## src/rtl/mem_port_arbiter_if.sv

```systemverilog
// rtl/mem_port_arbiter_if.sv - requester and memory-side signal bundle for mem_port_arbiter
interface mem_port_arbiter_if #(
  parameter int ADDR_W = 32,
  parameter int DATA_W = 32
);
  logic              i_req;
  logic [ADDR_W-1:0] i_addr;
  logic [1:0]        i_access_size;
  logic [DATA_W-1:0] i_rdata;
  logic              i_done;

  logic              d_req;
  logic              d_rd_wr;
  logic [ADDR_W-1:0] d_addr;
  logic [DATA_W-1:0] d_wdata;
  logic [1:0]        d_access_size;
  logic [DATA_W-1:0] d_rdata;
  logic              d_done;

  logic [ADDR_W-1:0] mem_addr;
  logic [DATA_W-1:0] mem_din;
  logic [DATA_W-1:0] mem_dout;
  logic [1:0]        mem_access_size;
  logic              mem_rd_wr;
  logic              mem_enable;
  logic              mem_busy;

  // Arbiter side: serves the requesters and drives the memory port.
  modport slave (
    input  i_req, i_addr, i_access_size,
    output i_rdata, i_done,
    input  d_req, d_rd_wr, d_addr, d_wdata, d_access_size,
    output d_rdata, d_done,
    output mem_addr, mem_din, mem_access_size, mem_rd_wr, mem_enable,
    input  mem_dout, mem_busy
  );

  modport master (
    output i_req, i_addr, i_access_size,
    input  i_rdata, i_done,
    output d_req, d_rd_wr, d_addr, d_wdata, d_access_size,
    input  d_rdata, d_done,
    input  mem_addr, mem_din, mem_access_size, mem_rd_wr, mem_enable,
    output mem_dout, mem_busy
  );
endinterface

```

## src/rtl/mem_port_arbiter.sv

```systemverilog
// rtl/mem_port_arbiter.sv - shares one memory port between the I-fetch and data requesters
module mem_port_arbiter #(
  parameter int ADDR_W       = 32,
  parameter int DATA_W       = 32,
  parameter int STARVE_LIMIT = 4
) (
  input  logic              clk,
  input  logic              reset,
  mem_port_arbiter_if.slave bus
);
  typedef enum logic [1:0] {S_IDLE, S_ISSUE, S_WAIT} state_t;
  typedef enum logic [1:0] {OWN_NONE, OWN_I, OWN_D} owner_t;

  localparam logic [7:0] STARVE_MAX = 8'(STARVE_LIMIT);

  state_t            state;
  owner_t            owner;
  logic [7:0]        starve_cnt;
  logic [ADDR_W-1:0] mem_addr_q;
  logic [DATA_W-1:0] mem_din_q;
  logic [1:0]        mem_size_q;
  logic              mem_rd_wr_q;
  logic              mem_enable_q;
  logic [DATA_W-1:0] i_rdata_q;
  logic [DATA_W-1:0] d_rdata_q;
  logic              i_done_q;
  logic              d_done_q;
  logic              grant_i;

  // D wins unless I has already watched STARVE_LIMIT consecutive D grants.
  assign grant_i = bus.i_req && (!bus.d_req || starve_cnt == STARVE_MAX);

  always_ff @(posedge clk or posedge reset) begin
    if (reset) begin
      state        <= S_IDLE;
      owner        <= OWN_NONE;
      starve_cnt   <= '0;
      mem_addr_q   <= '0;
      mem_din_q    <= '0;
      mem_size_q   <= '0;
      mem_rd_wr_q  <= 1'b1;
      mem_enable_q <= 1'b0;
      i_rdata_q    <= '0;
      d_rdata_q    <= '0;
      i_done_q     <= 1'b0;
      d_done_q     <= 1'b0;
    end else begin
      i_done_q     <= 1'b0;
      d_done_q     <= 1'b0;
      mem_enable_q <= 1'b0;
      case (state)
        S_IDLE: begin
          if (bus.i_req || bus.d_req) begin
            mem_enable_q <= 1'b1;
            state        <= S_ISSUE;
            if (grant_i) begin
              owner       <= OWN_I;
              mem_addr_q  <= bus.i_addr;
              mem_size_q  <= bus.i_access_size;
              mem_rd_wr_q <= 1'b1;
              starve_cnt  <= '0;
            end else begin
              owner       <= OWN_D;
              mem_addr_q  <= bus.d_addr;
              mem_din_q   <= bus.d_wdata;
              mem_size_q  <= bus.d_access_size;
              mem_rd_wr_q <= bus.d_rd_wr;
              if (!bus.i_req) begin
                starve_cnt <= '0;
              end else if (starve_cnt != STARVE_MAX) begin
                starve_cnt <= starve_cnt + 8'd1;
              end
            end
          end
        end
        S_ISSUE: begin
          state <= S_WAIT;
        end
        S_WAIT: begin
          if (!bus.mem_busy) begin
            if (owner == OWN_I) begin
              i_rdata_q <= bus.mem_dout;
              i_done_q  <= 1'b1;
            end else if (owner == OWN_D) begin
              if (mem_rd_wr_q) begin
                d_rdata_q <= bus.mem_dout;
              end
              d_done_q <= 1'b1;
            end
            owner <= OWN_NONE;
            state <= S_IDLE;
          end
        end
        default: begin
          state <= S_IDLE;
        end
      endcase
    end
  end

  assign bus.mem_addr        = mem_addr_q;
  assign bus.mem_din         = mem_din_q;
  assign bus.mem_access_size = mem_size_q;
  assign bus.mem_rd_wr       = mem_rd_wr_q;
  assign bus.mem_enable      = mem_enable_q;
  assign bus.i_rdata         = i_rdata_q;
  assign bus.i_done          = i_done_q;
  assign bus.d_rdata         = d_rdata_q;
  assign bus.d_done          = d_done_q;
endmodule

```

## src/flat_wrapper.sv

```systemverilog
// flat-port wrapper written by rule: the top's interface ports become plain ports
module mem_port_arbiter_flat 
#(
  parameter int ADDR_W       = 32,
  parameter int DATA_W       = 32,
  parameter int STARVE_LIMIT = 4
)
  (clk, reset, bus_i_req, bus_i_addr, bus_i_access_size, bus_i_rdata, bus_i_done, bus_d_req, bus_d_rd_wr, bus_d_addr, bus_d_wdata, bus_d_access_size, bus_d_rdata, bus_d_done, bus_mem_addr, bus_mem_din, bus_mem_access_size, bus_mem_rd_wr, bus_mem_enable, bus_mem_dout, bus_mem_busy);
  mem_port_arbiter_if #(.ADDR_W(ADDR_W), .DATA_W(DATA_W)) bus_i ();
  input  logic clk;
  input  logic reset;
  input wire logic [$bits(bus_i.i_req)-1:0] bus_i_req;
  input wire logic [$bits(bus_i.i_addr)-1:0] bus_i_addr;
  input wire logic [$bits(bus_i.i_access_size)-1:0] bus_i_access_size;
  output wire logic [$bits(bus_i.i_rdata)-1:0] bus_i_rdata;
  output wire logic [$bits(bus_i.i_done)-1:0] bus_i_done;
  input wire logic [$bits(bus_i.d_req)-1:0] bus_d_req;
  input wire logic [$bits(bus_i.d_rd_wr)-1:0] bus_d_rd_wr;
  input wire logic [$bits(bus_i.d_addr)-1:0] bus_d_addr;
  input wire logic [$bits(bus_i.d_wdata)-1:0] bus_d_wdata;
  input wire logic [$bits(bus_i.d_access_size)-1:0] bus_d_access_size;
  output wire logic [$bits(bus_i.d_rdata)-1:0] bus_d_rdata;
  output wire logic [$bits(bus_i.d_done)-1:0] bus_d_done;
  output wire logic [$bits(bus_i.mem_addr)-1:0] bus_mem_addr;
  output wire logic [$bits(bus_i.mem_din)-1:0] bus_mem_din;
  output wire logic [$bits(bus_i.mem_access_size)-1:0] bus_mem_access_size;
  output wire logic [$bits(bus_i.mem_rd_wr)-1:0] bus_mem_rd_wr;
  output wire logic [$bits(bus_i.mem_enable)-1:0] bus_mem_enable;
  input wire logic [$bits(bus_i.mem_dout)-1:0] bus_mem_dout;
  input wire logic [$bits(bus_i.mem_busy)-1:0] bus_mem_busy;
  assign bus_i.i_req = bus_i_req;
  assign bus_i.i_addr = bus_i_addr;
  assign bus_i.i_access_size = bus_i_access_size;
  assign bus_i_rdata = bus_i.i_rdata;
  assign bus_i_done = bus_i.i_done;
  assign bus_i.d_req = bus_d_req;
  assign bus_i.d_rd_wr = bus_d_rd_wr;
  assign bus_i.d_addr = bus_d_addr;
  assign bus_i.d_wdata = bus_d_wdata;
  assign bus_i.d_access_size = bus_d_access_size;
  assign bus_d_rdata = bus_i.d_rdata;
  assign bus_d_done = bus_i.d_done;
  assign bus_mem_addr = bus_i.mem_addr;
  assign bus_mem_din = bus_i.mem_din;
  assign bus_mem_access_size = bus_i.mem_access_size;
  assign bus_mem_rd_wr = bus_i.mem_rd_wr;
  assign bus_mem_enable = bus_i.mem_enable;
  assign bus_i.mem_dout = bus_mem_dout;
  assign bus_i.mem_busy = bus_mem_busy;
  mem_port_arbiter #(.ADDR_W(ADDR_W), .DATA_W(DATA_W), .STARVE_LIMIT(STARVE_LIMIT)) u_core (.clk(clk), .reset(reset), .bus(bus_i));
endmodule
```

## config.mk

```make
export PLATFORM = sky130hd
export DESIGN_NAME = mem_port_arbiter_flat
export DESIGN_NICKNAME = d
export VERILOG_FILES = /design/src/rtl/mem_port_arbiter_if.sv /design/src/rtl/mem_port_arbiter.sv /design/src/flat_wrapper.sv
export SDC_FILE = /design/constraint.sdc
export NUM_CORES = 1
export LEC_CHECK = 0
export BUFFER_PORTS_ARGS = -buffer_cell sky130_fd_sc_hd__buf_2
export CORE_MARGIN = 1.5
export CORE_UTILIZATION = 50
export DETAILED_ROUTE_END_ITERATION = 7
export HOLD_SLACK_MARGIN = 0.12
export PLACE_DENSITY = 0.84
export SLEW_MARGIN = 10
export SYNTH_ARGS = -nofsm -noshare
export SYNTH_HDL_FRONTEND = slang
export SYNTH_SLANG_ARGS = --single-unit
```

## constraint.sdc

```tcl
create_clock -name clk -period 7.5 [get_ports clk]
set_clock_uncertainty 0.2 [all_clocks]
set_input_delay 0.75 -clock clk [delete_from_list [all_inputs] [get_ports clk]]
set_output_delay 0.75 -clock clk [all_outputs]
set_load 0.03 [all_outputs]
```

-- After elaboration in Yosys (flattened, before gate mapping)
Cells that the tools add are included.
- add/sub/neg operators: 1
- eq/ne operators: 9
- muxes and demuxes: 21
- bitwise logic cells: 3
- reductions and logical operators: 13
- operator list (cell ; number):
    32-bit two-way mux ; 1
    8-bit two-way mux ; 3
    3-bit AND reduction ; 4
    1-bit two-way mux ; 10
    2-bit two-way mux ; 5
    8-bit by 1-bit adder with 8-bit output (second input constant) ; 1
    8-bit by 3-bit == test with 1-bit output (second input constant) ; 1
    8-bit by 3-bit != test with 1-bit output (second input constant) ; 1
    2-bit one-hot mux with 3 select lines ; 1
    5-bit AND reduction ; 1
    2-bit by 1-bit == test with 1-bit output (second input constant) ; 2
    2-bit == test (second input constant) ; 2
    2-bit one-hot mux with 2 select lines ; 1
    2-bit AND reduction ; 2
    3-bit by 1-bit != test with 1-bit output (second input constant) ; 1
    1-bit NOT ; 3
    2-bit logical NOT ; 1
    1-bit logical OR ; 2
    2-bit by 1-bit != test with 1-bit output (second input constant) ; 1
    2-bit != test (second input constant) ; 1
    2-bit nonzero test ; 1
    1-bit logical AND ; 1
    1-bit logical NOT ; 1
- register bits: 146
- bits of input ports: 138
- output and inout bits: 134
- word-level logic and storage cells: 59

-- Depth between registers and ports, before layout
- depth in word-level cells: 6
- depth in mapped cells: 8
- gate-level depth less buffers: 6

-- Worst setup path after synthesis
Ideal clock, no wire load.
- path type: input -> register
- start point: in bus_mem_busy
- end point: reg u_core.i_rdata_q[0], in the netlist u_core.bus.i_rdata[0]
- library setup time: 0.125 ns
- arrival time: 2.066 ns
- data required time: 7.175 ns
- path slack: 5.109 ns
- stages on the path: 5
- buffers on the path: 2
- cells stage by stage: or3b_4 > or3b_1 > buf_6 > buf_12 > mux2_4
- word-level cells in the longest chain between the ends: 2
- RTL lines (item ; RTL line ; text):
    from (decl) ; flat_wrapper.sv:30 ; input wire logic [$bits(bus_i.mem_busy)-1:0] bus_mem_busy;
    1-bit NOT (no line) ; -- ;
    3-bit AND reduction (no line) ; -- ;
    to (signal assigned) ; mem_port_arbiter.sv:82 ; i_rdata_q <= bus.mem_dout;
    to (decl) ; mem_port_arbiter.sv:24 ; logic [DATA_W-1:0] i_rdata_q;
No other way between the ends.
A chain may end at the register's enable or synchronous reset.

-- Worst setup path after layout
- start point: reg u_core.starve_cnt[0]
- end point: reg u_core.mem_din_q[12], in the netlist u_core.bus.mem_din[12]
- word-level cells in the longest chain between the ends: 5
- RTL lines (item ; RTL line ; text):
    from (decl) ; mem_port_arbiter.sv:18 ; logic [7:0] starve_cnt;
    from (signal assigned) ; mem_port_arbiter.sv:71 ; starve_cnt <= starve_cnt + 8'd1;
    8-bit by 3-bit == test with 1-bit output ; mem_port_arbiter.sv:31 ; assign grant_i = bus.i_req && (!bus.d_req || starve_cnt == STARVE_MAX);
    1-bit logical OR ; mem_port_arbiter.sv:31 ;
    1-bit logical AND ; mem_port_arbiter.sv:31 ;
    1-bit NOT (no line) ; -- ;
    3-bit AND reduction (no line) ; -- ;
    to (signal assigned) ; mem_port_arbiter.sv:65 ; mem_din_q <= bus.d_wdata;
    to (decl) ; mem_port_arbiter.sv:20 ; logic [DATA_W-1:0] mem_din_q;
No other way between the ends.

==> out/metrics.cfg <==
[logic_synthesis]
yosysTopAreaCellShare_pct = 60.4
ys_seq_area_share_pct = 60.8
ys_async_sr_fraction_pct = 100
synth_fa_ha_area_share_pct = 0.416
syn_nets = 606
synth_top_family_by_area = multiplexers
synth-xor-area-share_pct = 0.437
synth_common_cells = 145 x dfrtp_1, 72 x a21oi_1, 67 x mux2_2
synth_ff_type = dfrtp_1
synth_compound_area_share_pct = 7.73
yosysUniqueCellTypes = 40
syn_area_mm2 = 0.00601
yosys_warnings = 0
synth.ff_latch_count = 146
synth_top_cell_by_area = dfrtp_1
synth_area_leaders = dfrtp_1 60%, mux2_2 13%, mux2_4 7.2%
yosysMostFrequentCell = dfrtp_1
synthCells = 466
synth_edf_count = 0
yosys.area_share.simple_pct = 7.29
postSynthAreaPerCell_um2 = 12.9
synth.area.mux_share_pct = 20.0

[route]
drc = 0
drtPass1Iterations = 4
vias = 4677
wl_per_cell_um = 17.2
first_iter_violations = 346
vias_per_cell = 5.24
drt_wl_total_um = 15300
final_antenna_net_count = 0

[clock_tree]
cts_resized = 0
cts_root_buf = clkbuf_16
cts_tree = done
ctsHoldBuffers = 0
h-tree-depth = 4
clock_path_buffers = 2
clk_latency_ns = 0.42
cts_sinks = 146
post_cts_buffers = 0
path_clk_slew_ns = 0.06
cts_buffers = 17

[timing]
worst_pin_slew_ns = 1.21
final.setup.tns_ns = 0
final-setup-viol-count = 0
slew_viol_final = 0
rsz0062_at_grt = false
fmax_mhz = 328
fin_crit_ns = 3.05
hold_viol = 0
fin_crit_sh_pct = 40.6
slew_headroom_pct = 18.9

[global_route]
grt_start_max_net_pins = 78
grt_pass1_vias = 4719
grt_pass1_wl_um = 24200
antenna_found_initial = 0
overflow = 0
grt_usage_pct = 24.6

[critical_path]
critPathLaunchType = flop
crit_path_top_delay_cell = a21o_1
critPathBufInv = 2
crit_family = compound AO/OA/AOI/OAI gates
cp_max_fo = 37
path_cells = inv_1, ha_1, nor4b_1, a21o_1, nor2_2, buf_4, mux2_2
required_ns = 7.60
arrival_ns = 3.15
path_class = reg2reg
cp-end-kind = flop
max_stage_delay_ns = 0.96

[final_layout]
areaGrowthSynthToFinish_pct = 33.7
final_util_pct = 69.5
nFillCells = 795
drive_above_1_share_pct = 55.5
diodes = 0
layout.nets = 877

[die]
io_pins = 272
design.die.area_mm2 = 0.0127
die_x_um = 113
fp-row-count = 39
start_util_pct = 52.0
die_h_um = 113
core_area_mm2 = 0.0116

[placement]
routabilityCongestion = 0.822
numPortBuffers = 271
place.detailed.hpwl_um = 10800

[pwr]
seqPwrFrac_pct = 33.7
switchingPower_mw = 1.70
clkPwrFrac_pct = 21.1
switching_share_pct = 42.4
p_leak_nw = 4.24
p_per_area_mw_per_mm2 = 498
internal-power_mw = 2.31
peakVddDrop_mv = 0.310
power_frac_comb_pct = 45.2

[run]
maxCapViolations = 0

[status]
status = complete, no violations

[worst_hold_path]
hp-class = in2async

[cell usage in the layout (no fill, tap or decap), types with 5 or more instances in the layout]
cell	n
nand2_1	46
dfrtp_1	145
clkbuf_16	17
mux2_2	67
a21oi_1	71
buf_2	271
mux2_4	29
nor2_1	37
o21ai_0	7
inv_1	5
clkbuf_8	5
buf_4	6
[final timing paths]
| check | from | to | slack, ns | cells past startpoint |
|---|---|---|---|---|
| max | u_core.starve_cnt[0] | u_core.bus.mem_din[12] | 4.45 | 7 |
| min | reset | u_core.bus.mem_din[2] | 0.21 | 2 |
| max reg2reg | u_core.starve_cnt[0] | u_core.bus.mem_din[12] | 4.45 | 7 |
| min reg2reg | u_core.bus.mem_rd_wr | u_core.bus.mem_rd_wr | 0.27 | 2 |
| max in group asynchronous | reset | u_core.bus.d_rdata[3] | 5.47 | 3 |
| min in group clk | u_core.bus.mem_rd_wr | u_core.bus.mem_rd_wr | 0.27 | 2 |
[registers in the layout (all words and copies together), names as in the netlist]
signal and count:
u_core.starve_cnt 8, u_core.bus.mem_enable 1, u_core.bus.d_rdata 32, u_core.bus.mem_rd_wr 1, u_core.bus.d_done 1, u_core.owner 2, u_core.bus.mem_addr 32, u_core.bus.i_done 1
u_core.bus.i_rdata 32, u_core.state 2, u_core.bus.mem_din 32, u_core.bus.mem_access_size 2
[power by group through the flow]
stage | sequential, mW | combinational, mW | clock (mW)
after floorplan | 2.00 | 0.602 | 0
after global placement | 1.33 | 1.76 | 0
after detailed placement | 1.35 | 1.81 | 0
after CTS | 1.35 | 1.82 | 0.861
after global routing | 1.39 | 1.91 | 0.896
final | 1.35 | 1.81 | 0.846
[per-layer routing]
| layer | GRT usage (%) | up-vias | part of all wire (%) |
|---|---|---|---|
| met1 | 29.3 | 2275 | 40 |
| met3 | 8.05 | 15 | 8.2 |
| li1 | - | 2150 | - |
| met5 | 0 | - | 0 |
| met4 | 8.19 | 0 | 1.5 |
| met2 | 42.3 | 237 | 51 |
[worst reg2reg max path: cells and delay by family, from the launching register on]
| kind | cells | cell delay, ns |
|---|---|---|
| adder cells (fa/ha/maj) | 1 | 0.16 |
| AO/OA/AOI/OAI | 1 | 0.96 |
| flip-flops | 1 | 0.42 |
| AND/OR/NAND/NOR | 2 | 0.45 |
| multiplexers | 1 | 0.35 |
| buffers and inverters | 2 | 0.38 |
[cell families after synthesis]
logic type	count (synthesis)
flops	146
buf+inv	31
compound gates	88
mux	97
simple gates	99
xor+xnor	3
fa+ha+maj	2
[cell type report]
| cell class | count | area, um^2 | share of cell area [%] |
|---|---|---|---|
| clock inverters | 9 | 103 | 1.28 |
| clock buffers | 23 | 498 | 6.20 |
| repair buffers | 277 | 1400 | 17.4 |
| inverters | 6 | 27.5 | 0.343 |
| multi-input cells | 289 | 2170 | 27.0 |
| flip-flops and latches | 146 | 3650 | 45.5 |
| well taps | 143 | 179 | 2.23 |
[stage by stage]
| stage | worst slack [ns] | total power, mW | area [um^2] | cells | hold slack [ns] |
|---|---|---|---|---|---|
| finish | 4.45 | 4.00 | 8030 | 893 | 0.208 |
| floorplan | 2.63 | 2.60 | 6010 | 466 | 0.261 |
| global route | 4.24 | 4.20 | 8030 | 893 | 0.273 |
| detailed placement | 4.24 | 3.16 | 7430 | 861 | 0.256 |
| global placement | 4.31 | 3.09 | 7430 | 861 | 0.252 |
| CTS | 4.45 | 4.03 | 8030 | 893 | 0.241 |
Power figures use the tool's default switching activity.
